--- src/rtl/uart_pkg.sv ---
// Shared UART definitions: state encoding, data width and counter sizing.
// Used by both the transmitter and the receiver side.
package uart_pkg;

    localparam int DATA_W = 8;

    typedef enum logic [2:0] {
        IDLE          = 3'd0,
        TX_START_BIT  = 3'd1,
        TX_DATA_BITS  = 3'd2,
        TX_PARITY_BIT = 3'd3,
        TX_STOP_BIT   = 3'd4,
        CLEANUP       = 3'd5
    } uart_state_e;

    // Width of a counter that must hold 0..clks-1 (never narrower than one bit).
    function automatic int cnt_width(input int clks);
        return (clks <= 2) ? 1 : $clog2(clks);
    endfunction

endpackage

--- src/rtl/uart_baud_cnt.sv ---
// Bit-period counter: runs 0..CLKS_PER_BIT-1 and wraps, pulsing tc_o on the
// last cycle of each bit. Holding clr_i loads zero so the first bit after a
// clear is a full period. Shared between TX and RX.
module uart_baud_cnt
    import uart_pkg::*;
#(
    parameter int CLKS_PER_BIT = 87
) (
    input  logic clk_i,
    input  logic rst_ni,
    input  logic clr_i,
    output logic tc_o
);

    localparam int                W    = cnt_width(CLKS_PER_BIT);
    localparam logic [W-1:0]      LAST = W'(CLKS_PER_BIT - 1);

    logic [W-1:0] cnt_q, cnt_d;

    assign tc_o = !clr_i && (cnt_q == LAST);

    // Next count: wrap at terminal count, zero while cleared.
    always_comb begin
        cnt_d = cnt_q + W'(1);
        if (clr_i || tc_o) cnt_d = '0;
    end

    // Count register.
    always_ff @(posedge clk_i or negedge rst_ni) begin
        if (!rst_ni) cnt_q <= '0;
        else         cnt_q <= cnt_d;
    end

endmodule

--- src/rtl/uart_tx.sv ---
// UART transmitter: 1 start bit, 8 data bits LSB first, optional parity,
// STOP_BITS stop bits, idle-high line driven straight from a flop.
// Define UART_TX_PARITY_EN to insert a parity bit (sense set by PARITY_ODD).
module uart_tx
    import uart_pkg::*;
#(
    parameter int CLKS_PER_BIT = 87,
    parameter int STOP_BITS    = 1,
    parameter bit PARITY_ODD   = 1'b0
) (
    input  logic              i_Clock,
    input  logic              i_Rst_L,
    input  logic              i_TX_DV,
    input  logic [DATA_W-1:0] i_TX_Byte,
    output logic              o_TX_Ready,
    output logic              o_TX_Active,
    output logic              o_TX_Serial,
    output logic              o_TX_Done
);

    uart_state_e       state_q, state_d;
    logic [2:0]        idx_q, idx_d;      // data bit index, reused for stop bits
    logic [DATA_W-1:0] shreg_q, shreg_d;  // LSB is the bit on the line
    logic              serial_q, serial_d;
    logic              bit_tc;
`ifdef UART_TX_PARITY_EN
    logic              par_q, par_d;
`endif

    // Counter idles at zero outside a frame so every bit gets a full period.
    uart_baud_cnt #(
        .CLKS_PER_BIT(CLKS_PER_BIT)
    ) u_baud (
        .clk_i (i_Clock),
        .rst_ni(i_Rst_L),
        .clr_i (!o_TX_Active),
        .tc_o  (bit_tc)
    );

    // State and datapath registers; reset aborts any frame with the line high.
    always_ff @(posedge i_Clock or negedge i_Rst_L) begin
        if (!i_Rst_L) begin
            state_q  <= IDLE;
            idx_q    <= '0;
            shreg_q  <= '0;
            serial_q <= 1'b1;
`ifdef UART_TX_PARITY_EN
            par_q    <= 1'b0;
`endif
        end else begin
            state_q  <= state_d;
            idx_q    <= idx_d;
            shreg_q  <= shreg_d;
            serial_q <= serial_d;
`ifdef UART_TX_PARITY_EN
            par_q    <= par_d;
`endif
        end
    end

    // Next-state: advance one bit per terminal count; bytes accepted only in IDLE.
    always_comb begin
        state_d = state_q;
        idx_d   = idx_q;
        shreg_d = shreg_q;
`ifdef UART_TX_PARITY_EN
        par_d   = par_q;
`endif
        case (state_q)
            IDLE: begin
                if (i_TX_DV) begin
                    state_d = TX_START_BIT;
                    shreg_d = i_TX_Byte;
                    idx_d   = '0;
`ifdef UART_TX_PARITY_EN
                    par_d   = (^i_TX_Byte) ^ PARITY_ODD;
`endif
                end
            end
            TX_START_BIT: begin
                if (bit_tc) state_d = TX_DATA_BITS;
            end
            TX_DATA_BITS: begin
                if (bit_tc) begin
                    shreg_d = shreg_q >> 1;
                    if (idx_q == 3'd7) begin
                        idx_d   = '0;
`ifdef UART_TX_PARITY_EN
                        state_d = TX_PARITY_BIT;
`else
                        state_d = TX_STOP_BIT;
`endif
                    end else begin
                        idx_d = idx_q + 3'd1;
                    end
                end
            end
`ifdef UART_TX_PARITY_EN
            TX_PARITY_BIT: begin
                if (bit_tc) state_d = TX_STOP_BIT;
            end
`endif
            TX_STOP_BIT: begin
                if (bit_tc) begin
                    if (idx_q == 3'(STOP_BITS - 1)) begin
                        idx_d   = '0;
                        state_d = CLEANUP;
                    end else begin
                        idx_d = idx_q + 3'd1;
                    end
                end
            end
            CLEANUP: state_d = IDLE;
            default: state_d = IDLE;
        endcase
    end

    // Outputs: status decoded from the current state, line level from the next.
    always_comb begin
        o_TX_Ready  = 1'b0;
        o_TX_Active = 1'b0;
        o_TX_Done   = 1'b0;
        case (state_q)
            IDLE:         o_TX_Ready  = 1'b1;
            TX_START_BIT,
            TX_DATA_BITS,
`ifdef UART_TX_PARITY_EN
            TX_PARITY_BIT,
`endif
            TX_STOP_BIT:  o_TX_Active = 1'b1;
            CLEANUP:      o_TX_Done   = 1'b1;
            default:      ;
        endcase

        case (state_d)
            TX_START_BIT:  serial_d = 1'b0;
            TX_DATA_BITS:  serial_d = shreg_d[0];
`ifdef UART_TX_PARITY_EN
            TX_PARITY_BIT: serial_d = par_d;
`endif
            default:       serial_d = 1'b1;
        endcase
    end

    assign o_TX_Serial = serial_q;

endmodule
--- config.mk ---
export PLATFORM = sky130hd
export DESIGN_NAME = uart_tx
export DESIGN_NICKNAME = d
export VERILOG_FILES = /design/src/rtl/uart_pkg.sv /design/src/rtl/uart_baud_cnt.sv /design/src/rtl/uart_tx.sv
export SDC_FILE = /design/constraint.sdc
export NUM_CORES = 1
export LEC_CHECK = 0
export ABC_AREA = 1
export BUFFER_PORTS_ARGS = -buffer_cell sky130_fd_sc_hd__clkbuf_2
export CORE_MARGIN = 10
export CORE_UTILIZATION = 56
export DETAILED_ROUTE_END_ITERATION = 8
export GPL_TIMING_DRIVEN = 0
export PLACE_DENSITY = 0.77
export SYNTH_ARGS = -nofsm -noshare
export SYNTH_HDL_FRONTEND = slang
export SYNTH_SLANG_ARGS = --single-unit
--- constraint.sdc ---
create_clock -name i_Clock -period 1.5 [get_ports i_Clock]
set_input_delay 0.3 -clock i_Clock [delete_from_list [all_inputs] [get_ports i_Clock]]
set_output_delay 0.3 -clock i_Clock [all_outputs]
set_load 0.005 [all_outputs]
==> impl_metrics.json <==
{
  "outcome": "finished, violations left",
  "violations": "negative setup slack",
  "final_util_pct": 74.6,
  "cp_slowest_stage_delay_ns": 0.47,
  "wire_per_inst_microns": 14.1,
  "cp_max_fo": 5,
  "grt_pass1_vias": 1100,
  "multi_input_area_sq_um": 692,
  "drc": 0,
  "timing.hold.ws_ns": 0.198,
  "arrival_ns": 1.29,
  "synth_cell_types": 28,
  "nets": 198,
  "cts_tree": "yes",
  "clock-sinks": 22,
  "report.final.slew_viol_count": 0,
  "drt_iter0_drc": 77,
  "finalSetupViolCount": 2,
  "grt_util_all_layers_pct": 12.8,
  "antenna_found_initial": 0,
  "drt-total-wl_mm": 2.95,
  "critical_path_class": "flop to primary output",
  "hold_path.class": "input port to flop",
  "finalWorstSetupSlack_ns": -0.0853,
  "reg2regPathDepth": 11,
  "end_kind": "primary output",
  "synth-seq-cells": 22,
  "yosysSeqAreaShare_pct": 44.1,
  "area_growth_pct": 29.5,
  "start_util_pct": 57.6,
  "async_reset_ff_share_pct": 100,
  "antenna_cells": 0,
  "die_y_microns": 67.2,
  "path_cells": "buf_4, nand3_4, nand3_4, buf_6",
  "holdPathStages": 3,
  "die-area_sq_um": 4520,
  "startpoint_type": "flop",
  "path_clk_slew_ns": 0.12,
  "cp_slowest_cell": "dfrtp_2",
  "synth_nets": 162,
  "fmax_mhz": 631,
  "tightest_slew_ns": 0.541,
  "seqCellArea_sq_um": 556,
  "drive_above_1_share_pct": 40.9,
  "p_leak_nw": 0.824,
  "synthCells": 146,
  "io_pins": 15,
  "min_period_over_period_pct": 106,
  "port_buffers": 14,
  "cts_max_level": 1,
  "num_vias": 1100,
  "synth-edff-count": 0,
  "postLayoutCellArea_sq_um": 1620,
  "rows": 17,
  "critPathMostFrequentCell": "nand3_4",
  "cts_buffers": 3,
  "clk_latency_ns": 0.31,
  "syn_area_sq_um": 1250,
  "cap_violations": 0,
  "dp_hpwl_mm": 1.80,
  "first_pass_iters": 4,
  "place_area_sq_um": 1360,
  "yosys_warnings": 0,
  "avgSynthCellArea_sq_um": 8.56,
  "core-area_sq_um": 2170,
  "worst_ep_required_time_ns": 1.20,
  "ant_nets": 0,
  "cts_buffer_depth": 2,
  "nFillCells": 154,
  "grt_pass1_wl_mm": 4.55,
  "finalHoldViolations": 0,
  "rsz0062_at_grt": "yes",
  "skew_ns": 0.00314,
  "synth_ff_type": "dfrtp_1",
  "root_buffer": "clkbuf_4",
  "ir_drop_mv": 0.538,
  "relSlewSlack_pct": 63.9,
  "place_congestion": 0.767,
  "p_per_area_nw_per_um2": 564,
  "routed_via_density": 5.26,
  "die_w_microns": 67.2,
  "total_power_uw": 913,
  "period_minus_slack_ns": 1.59,
  "grt_overflow": 0,
  "grt_max_degree": 23
}
==> power by group <==
| group | switching, mW | leakage (nW) | internal, mW |
|---|---|---|---|
| registers | 0.000619 | 0.227 | 0.594 |
| logic | 0.0178 | 0.582 | 0.0120 |
| clock network | 0.184 | 0.0150 | 0.104 |
==> final timing paths <==
| path | start | end | slack (ns) |
|---|---|---|---|
| min in group asynchronous | i_Rst_L | u_baud.cnt_q[5] | 0.49 |
| worst max-delay path | state_q[1] | o_TX_Active | -0.09 |
| worst max register to register | u_baud.cnt_q[0] | o_TX_Serial | 0.04 |
| worst min register to register | u_baud.cnt_q[0] | u_baud.cnt_q[0] | 0.49 |
| worst min-delay path | i_TX_Byte[4] | shreg_q[4] | 0.20 |
| max in group asynchronous | i_Rst_L | state_q[0] | 0.62 |
==> Yosys cell counts (2+ instances only) <==
cell type  count  area (sq um)
nor3b_2        2          25.0
ha_1           5          62.6
o21ai_1        2          10.0
nand3_2        2          20.0
nor2_8         2          40.0
o21ai_2        2          17.5
nand2_2        4          25.0
dfrtp_1       21           526
a21oi_1        5          25.0
nand3_1       20           100
inv_1         15          56.3
inv_2          4          15.0
nor2_1        13          48.8
nand2_4        3          33.8
nand2_1       31           116
nand4_1        3          18.8
==> layout by cell type (no fill, tap or decap), types with 6 or more instances in the layout <==
cell type,instances
inv_2,6
nand2_4,6
inv_1,12
nor2_1,10
buf_4,15
clkbuf_2,13
nand3_1,18
dfrtp_1,18
nand2_1,28
==> flip-flops by register name, summed over array words and instances (netlist names) <==
name	cells
shreg_q	8
u_baud.cnt_q	7
idx_q	3
state_q	3
o_TX_Serial	1
==> stage by stage <==
step | setup TNS [ns] | cells | setup slack (ns)
final | -0.0996 | 209 | -0.0853
after global routing | -0.265 | 209 | -0.125
after CTS | -0.0965 | 202 | -0.0689
after detailed placement | -0.000878 | 188 | -0.000878
after global placement | -0.0143 | 188 | -0.0143
after floorplan | 0 | 146 | 0.185
==> cells by family (layout without fill, tap and decap cells) <==
| logic type | Yosys count | after routing | share of synthesized area [%] |
|---|---|---|---|
| flops | 22 | 22 | 44.1 |
| simple gates | 86 | 86 | 38.3 |
| fa+ha+maj | 5 | 5 | 5.01 |
| buf+inv | 21 | 56 | 6.61 |
| compound gates | 12 | 12 | 5.91 |
==> routing by layer <==
metal / routed length [microns] / share of wire (%) / vias up / track usage [%]
met4: 87 / 3.0 / 0 / 6.15
li1: - / - / 540 / -
met1: 1120 / 38 / 517 / 14.4
met5: 0 / 0 / - / 0
met2: 1580 / 54 / 33 / 21.8
met3: 156 / 5.3 / 10 / 3.64
==> critical path, delay by kind of cell, from the launching register on <==
family        cells  cell delay (ns)
buf+inv           2             0.28
flops             1             0.47
simple gates      2             0.23
==> cell type report <==
type,instances,area share [%]
Multi-Input combinational cell,103,42.7
Sequential cell,22,34.3
Timing Repair Buffer,31,13.5
Inverter,20,4.95
Tap cell,28,2.16
Clock buffer,4,1.62
Buffer,1,0.696
==> timing repair <==
item | 4_1_cts | 5_1_grt
endpoints found under the setup margin | 3 | 15
hold buffers | 1 | 0
pin swaps | 2 | 7
gates resized for setup | 11 | 17
setup buffers | 9 | 7
hold endpoints to repair | 21 | 0
No activity file was read; power rests on OpenSTA's default activity.
